[src/rtl/cm0_dap_cdc_recv_data.sv]
// rtl/cm0_dap_cdc_recv_data.sv - 4-phase CDC receive register with local valid/ready hand-off
module cm0_dap_cdc_recv_data #(
    parameter int PRESENT     = 1,
    parameter int SYNC_STAGES = 2
) (
    input  logic        REGCLK,
    input  logic        RARREGRESETn,
    input  logic        REQ,
    input  logic [31:0] REGDI,
    input  logic        SE,
    input  logic        DREADY,
    output logic        DVALID,
    output logic [31:0] DOUT,
    output logic        ACK
);

    generate
        if (PRESENT != 0) begin : g_present

            typedef enum logic [1:0] {
                ST_IDLE  = 2'd0,
                ST_VALID = 2'd1,
                ST_ACKH  = 2'd2
            } state_t;

            state_t                 state_q;
            state_t                 state_d;
            logic [SYNC_STAGES-1:0] sync_q;
            logic                   req_s;
            logic                   capture;
            logic [31:0]            dout_q;
            logic                   dvalid_q;
            logic                   ack_q;
            logic                   unused_se;

            // Scan enable carries no functional meaning inside this block.
            assign unused_se = SE;

            // REQ synchroniser: the only place the asynchronous request is sampled.
            always_ff @(posedge REGCLK or negedge RARREGRESETn) begin
                if (!RARREGRESETn) begin
                    sync_q <= '0;
                end else begin
                    sync_q <= {sync_q[SYNC_STAGES-2:0], REQ};
                end
            end

            assign req_s = sync_q[SYNC_STAGES-1];

            // Next-state: capture on request, hand off on ready, release on request low.
            always_comb begin
                state_d = state_q;
                capture = 1'b0;
                case (state_q)
                    ST_IDLE: begin
                        if (req_s) begin
                            state_d = ST_VALID;
                            capture = 1'b1;
                        end
                    end
                    ST_VALID: begin
                        if (DREADY) begin
                            state_d = ST_ACKH;
                        end
                    end
                    ST_ACKH: begin
                        if (!req_s) begin
                            state_d = ST_IDLE;
                        end
                    end
                    default: begin
                        state_d = ST_IDLE;
                    end
                endcase
            end

            // State register; DVALID and ACK are decoded from the next state so both leave a flop.
            always_ff @(posedge REGCLK or negedge RARREGRESETn) begin
                if (!RARREGRESETn) begin
                    state_q  <= ST_IDLE;
                    dvalid_q <= 1'b0;
                    ack_q    <= 1'b0;
                end else begin
                    state_q  <= state_d;
                    dvalid_q <= (state_d == ST_VALID);
                    ack_q    <= (state_d == ST_ACKH);
                end
            end

            // Data register: REGDI is only looked at on the IDLE-to-VALID edge.
            always_ff @(posedge REGCLK or negedge RARREGRESETn) begin
                if (!RARREGRESETn) begin
                    dout_q <= 32'h0;
                end else if (capture) begin
                    dout_q <= REGDI;
                end
            end

            assign DVALID = dvalid_q;
            assign ACK    = ack_q;
            assign DOUT   = dout_q;

        end else begin : g_absent

            logic [36:0] unused_absent;

            assign unused_absent = {REGCLK, RARREGRESETn, REQ, SE, DREADY, REGDI};
            assign DVALID        = 1'b0;
            assign ACK           = 1'b0;
            assign DOUT          = 32'h0;

        end
    endgenerate

endmodule

[config.mk]
export PLATFORM = sky130hd
export DESIGN_NAME = cm0_dap_cdc_recv_data
export DESIGN_NICKNAME = d
export VERILOG_FILES = /design/src/rtl/cm0_dap_cdc_recv_data.sv
export SDC_FILE = /design/constraint.sdc
export NUM_CORES = 1
export LEC_CHECK = 0
export BUFFER_PORTS_ARGS = -buffer_cell sky130_fd_sc_hd__clkbuf_2
export CORE_MARGIN = 2
export CORE_UTILIZATION = 44
export CTS_CLUSTER_DIAMETER = 200
export CTS_CLUSTER_SIZE = 28
export DETAILED_ROUTE_END_ITERATION = 10
export PLACE_DENSITY_LB_ADDON = 0.12
export SYNTH_ARGS = -nofsm -noshare
export SYNTH_HDL_FRONTEND = slang
export SYNTH_SLANG_ARGS = --single-unit
export TNS_END_PERCENT = 10
[constraint.sdc]
create_clock -name REGCLK -period 1.85 [get_ports REGCLK]
set_input_delay 0.185 -clock REGCLK [delete_from_list [all_inputs] [get_ports REGCLK]]
set_output_delay 0.185 -clock REGCLK [all_outputs]
set_load 0.005 [all_outputs]
# Yosys cells after proc, flatten, opt, wreduce, memory -nomap -nowiden
# Cells that the tools add are included.
[op_classes]
n_eq_ne = 4
muxes = 6
n_reduce_logical = 1
[op_table]
columns = ["cell", "n"]
rows = [
  ["2-bit 2-to-1 mux", 3],
  ["2-bit one-hot mux with 3 select lines", 1],
  ["2-bit by 1-bit equality test with 1-bit output (second input constant)", 2],
  ["2-bit equality test (second input constant)", 2],
  ["2-bit logical NOT", 1],
  ["1-bit 2-to-1 mux", 2],
]
[totals]
regBits = 38
input_bits = 37
out_inout_bits = 34
wordCells = 16

# Depth between registers and ports, before layout
[depth]
word_depth = 3
depth_mapped = 3
mapped_depth_nobuf = 2

# Least setup slack after synthesis
# OpenSTA, ideal clock, no wires.
[synth_path]
path_type = "register to register"
from = "register g_present.state_q[1]"
to = "register g_present.dout_q[0] (netlist: DOUT[0])"
setup_ns = 0.125
arrival_time_ns = 1.243
required_ns = 1.725
path_slack_ns = 0.483
path_stages_with_launch = 4
path_buffers = 1
synth_period_minus_slack_ns = 1.367
path_cell_list = "dfrtp_1 nor3b_4 buf_6 mux2_2"
[synth_via]
elab_chain_cells = 2
[synth_lines]
columns = ["element", "line", "rtl"]
rows = [
  ["from (decl)", "26", "state_t state_q;"],
  ["from (signal assigned)", "84", "state_q <= state_d;"],
  ["2-bit logical NOT", "54", "case (state_q)"],
  ["1-bit 2-to-1 mux", "54", ""],
  ["to (signal assigned)", "93", "dout_q <= 32'h0;"],
  ["to (signal assigned)", "95", "dout_q <= REGDI;"],
  ["to (decl)", "31", "logic [31:0] dout_q;"],
]
# No other way between the ends.
# A chain may end at the register's enable or synchronous reset.

# Final worst setup path
[layout_path]
from = "register g_present.state_q[1]"
to = "register g_present.dout_q[21] (netlist: DOUT[21])"
# The elaborated chain is that of the path after synthesis.

==> results.sh <==
export IMPL_ys_flop_type="dfrtp_1"
export IMPL_finalCritPeriodShare_pct=81.1
export IMPL_cp_cell_sequence="nor3b_4 -> buf_4 -> mux2_2"
export IMPL_synth_seq_cells=38
export IMPL_core_area_um2=3050
export IMPL_drt_pass1_iterations=2
export IMPL_critPathCaptureType="flip-flop"
export IMPL_cts_tree="built"
export IMPL_drc=0
export IMPL_via_per_inst=4.60
export IMPL_start_util_pct=46.0
export IMPL_vdd_drop_max_mv=0.666
export IMPL_grt_pass1_vias=954
export IMPL_finClkSkew_ps=14.0
export IMPL_final_nets=196
export IMPL_final_hold_violation_count=0
export IMPL_fmax_ghz=0.667
export IMPL_cp_max_fo=24
export IMPL_setup_tns_ps=0
export IMPL_yosys_area_share_simple_pct=2.41
export IMPL_finalCriticalPeriod_ps=1500
export IMPL_place_port_buffers=69
export IMPL_synthMuxAreaShare_pct=25.7
export IMPL_diodes=0
export IMPL_clockBufferDepth=2
export IMPL_dp_hpwl_mm=1.91
export IMPL_reg2reg_depth=3
export IMPL_fp_dieH_um=60.5
export IMPL_wirelength_mm=2.48
export IMPL_gp_congestion=0.598
export IMPL_clock_root_buffer="clkbuf_4"
export IMPL_async_flop_share_pct=100
export IMPL_ys_seq_area_share_pct=67.7
export IMPL_std_cell_rows=20
export IMPL_min_path_cells=2
export IMPL_antenna_found_initial=0
export IMPL_cts_setup_buffers=0
export IMPL_clock_sinks=38
export IMPL_vias=939
export IMPL_drtAntennaViolNets=0
export IMPL_min_delay_start="DREADY"
export IMPL_slew_headroom_pct=48.6
export IMPL_die_area_um2=3660
export IMPL_insertion_delay_ps=340
export IMPL_crit_arrival_ps=1730
export IMPL_yosysMostFrequentCell="dfrtp_1"
export IMPL_hold_class="in -> reg"
export IMPL_synthDistinctLibCells=10
export IMPL_hold_end="g_present.state_q[0]$_DFF_PN0_"
export IMPL_drt_iter0_drc=27
export IMPL_synth_fp_nets=118
export IMPL_start_kind="flip-flop"
export IMPL_setup_violations=0
export IMPL_critPathKind="reg -> reg"
export IMPL_dieWidth_um=60.5
export IMPL_outcome="completed"
export IMPL_path_delay_family="flip-flops"
export IMPL_synth_edf_count=0
export IMPL_worst_pin_slew_ps=771
export IMPL_report_final_slew_viol_count=0
export IMPL_p_leak_nw=0.930
export IMPL_total_power_mw=2.96
export IMPL_pin_count=71
export IMPL_grt_max_degree=34
export IMPL_netlist_area_leader_share_pct=67.7
export IMPL_critPathBufInv=1
export IMPL_maxCapViolations=0
export IMPL_r2r_end="DOUT[21]$_DFFE_PN0P_"
export IMPL_grt_pass1_wl_mm=4.20
export IMPL_rsz0062_at_grt="false"
export IMPL_synthToLayoutAreaGrowth_pct=33.4
export IMPL_cpPeakStageDelay_ps=460
export IMPL_routedWlPerCell_um=12.2
export IMPL_synth_top_family_by_area="multiplexers"
export IMPL_syn_area_per_cell_um2=17.3
export IMPL_crit_path_top_delay_cell="dfrtp_1"
export IMPL_r2r_start="g_present.state_q[1]$_DFF_PN0_"
export IMPL_synthCells=81
export IMPL_p_per_area_nw_per_um2=1580
export IMPL_clk_pin_slew_ps=100
export IMPL_grtUsageTotal_pct=16.3
export IMPL_synth_top_area_cell="dfrtp_1"
export IMPL_synth_warnings=0
export IMPL_crit_required_ps=2080
export IMPL_drive_gt1_share_pct=68.8
export IMPL_synth_top_cells_by_area="dfrtp_1 68%, mux2_2 24%, buf_6 2.4%"
export IMPL_synth_xor_area_share_pct=0
export IMPL_cts_inserted_buffers=5
export IMPL_htreeDepth=2
export IMPL_gr_total_overflow=0
export IMPL_ys_top_cells_by_count="38 x dfrtp_1, 30 x mux2_2, 3 x buf_6"
export IMPL_synth_area_um2=1400
export IMPL_synth_compound_area_share_pct=1.78
export IMPL_synth_fa_ha_area_share_pct=0
export IMPL_r2r_slack_ps=350
## layout make-up
cell class / count / area [um2]
Fill cell: 274 / 1180
Sequential cell: 38 / 951
Multi-Input combinational cell: 40 / 419
Timing Repair Buffer: 74 / 388
Clock buffer: 7 / 55.1
Tap cell: 44 / 55.1
Clock inverter: 1 / 5.00
## timing repair
| item | in CTS | in global routing |
|---|---|---|
| resized for setup | 0 | 0 |
| hold buffers | 2 | 0 |
| endpoints found under the hold margin | 33 | 0 |
## worst max-delay path by stage
stage                                    from                    to  slack [ps]  cells after the start
2_1_floorplan  g_present.state_q[1]$_DFF_PN0_   DOUT[0]$_DFFE_PN0P_         480                      3
3_3_place_gp   g_present.state_q[1]$_DFF_PN0_  DOUT[13]$_DFFE_PN0P_         380                      3
3_5_place_dp   g_present.state_q[1]$_DFF_PN0_   DOUT[1]$_DFFE_PN0P_         340                      3
4_1_cts        g_present.state_q[1]$_DFF_PN0_   DOUT[1]$_DFFE_PN0P_         330                      3
5_1_grt        g_present.state_q[1]$_DFF_PN0_   DOUT[1]$_DFFE_PN0P_         280                      3
6_report       g_present.state_q[1]$_DFF_PN0_  DOUT[21]$_DFFE_PN0P_         350                      3
## registers in the layout (all words and copies together), names as in the netlist
register           flops
g_present.sync_q       2
ACK                    1
DVALID                 1
DOUT                  32
g_present.state_q      2
## layer usage
| layer | part of all wire (%) | up-vias | track usage [%] | wire, um |
|---|---|---|---|---|
| met2 | 51 | 43 | 27.0 | 1260 |
| met4 | 1.9 | 0 | 7.45 | 46 |
| met1 | 38 | 449 | 18.1 | 936 |
| li1 | - | 442 | - | - |
| met5 | 0 | - | 0 | 0 |
| met3 | 9.8 | 5 | 7.46 | 243 |
## cell usage in the layout (no fill, tap or decap)
cell,n
dlygate4sd3_1,2
clkbuf_2,69
clkinv_2,1
nor2_1,1
clkbuf_1,1
nand3b_1,1
dfrtp_1,38
buf_4,3
nand2_1,1
mux2_1,2
clkbuf_4,5
clkbuf_8,1
mux2_2,30
o21ai_0,2
a211oi_1,2
nor3b_4,1
## metrics by stage
step | setup slack, ps | hold slack [ps] | util, % | cells | area, um2
floorplan | 483 | -111 | - | 81 | 1400
global placement | 380 | 293 | 58.7 | 194 | 1790
detailed placement | 340 | 295 | 58.7 | 194 | 1790
CTS | 335 | 39.2 | 61.4 | 204 | 1870
global route | 276 | 32.0 | 61.4 | 204 | 1870
finish | 350 | 56.1 | 61.4 | 204 | 1870
## where the power goes
group	switching [mW]	internal, mW	leakage (nW)
combinational	0.409	0.669	0.447
sequential	0.214	1.23	0.448
clock	0.250	0.184	0.0353
## logic make-up (layout without fill, tap and decap cells)
group           after synthesis  after routing
compound gates                4              4
flops                        38             38
mux                          32             32
buf+inv                       3             82
simple gates                  4              4
Note: power is estimated with default switching activity, not from simulation.
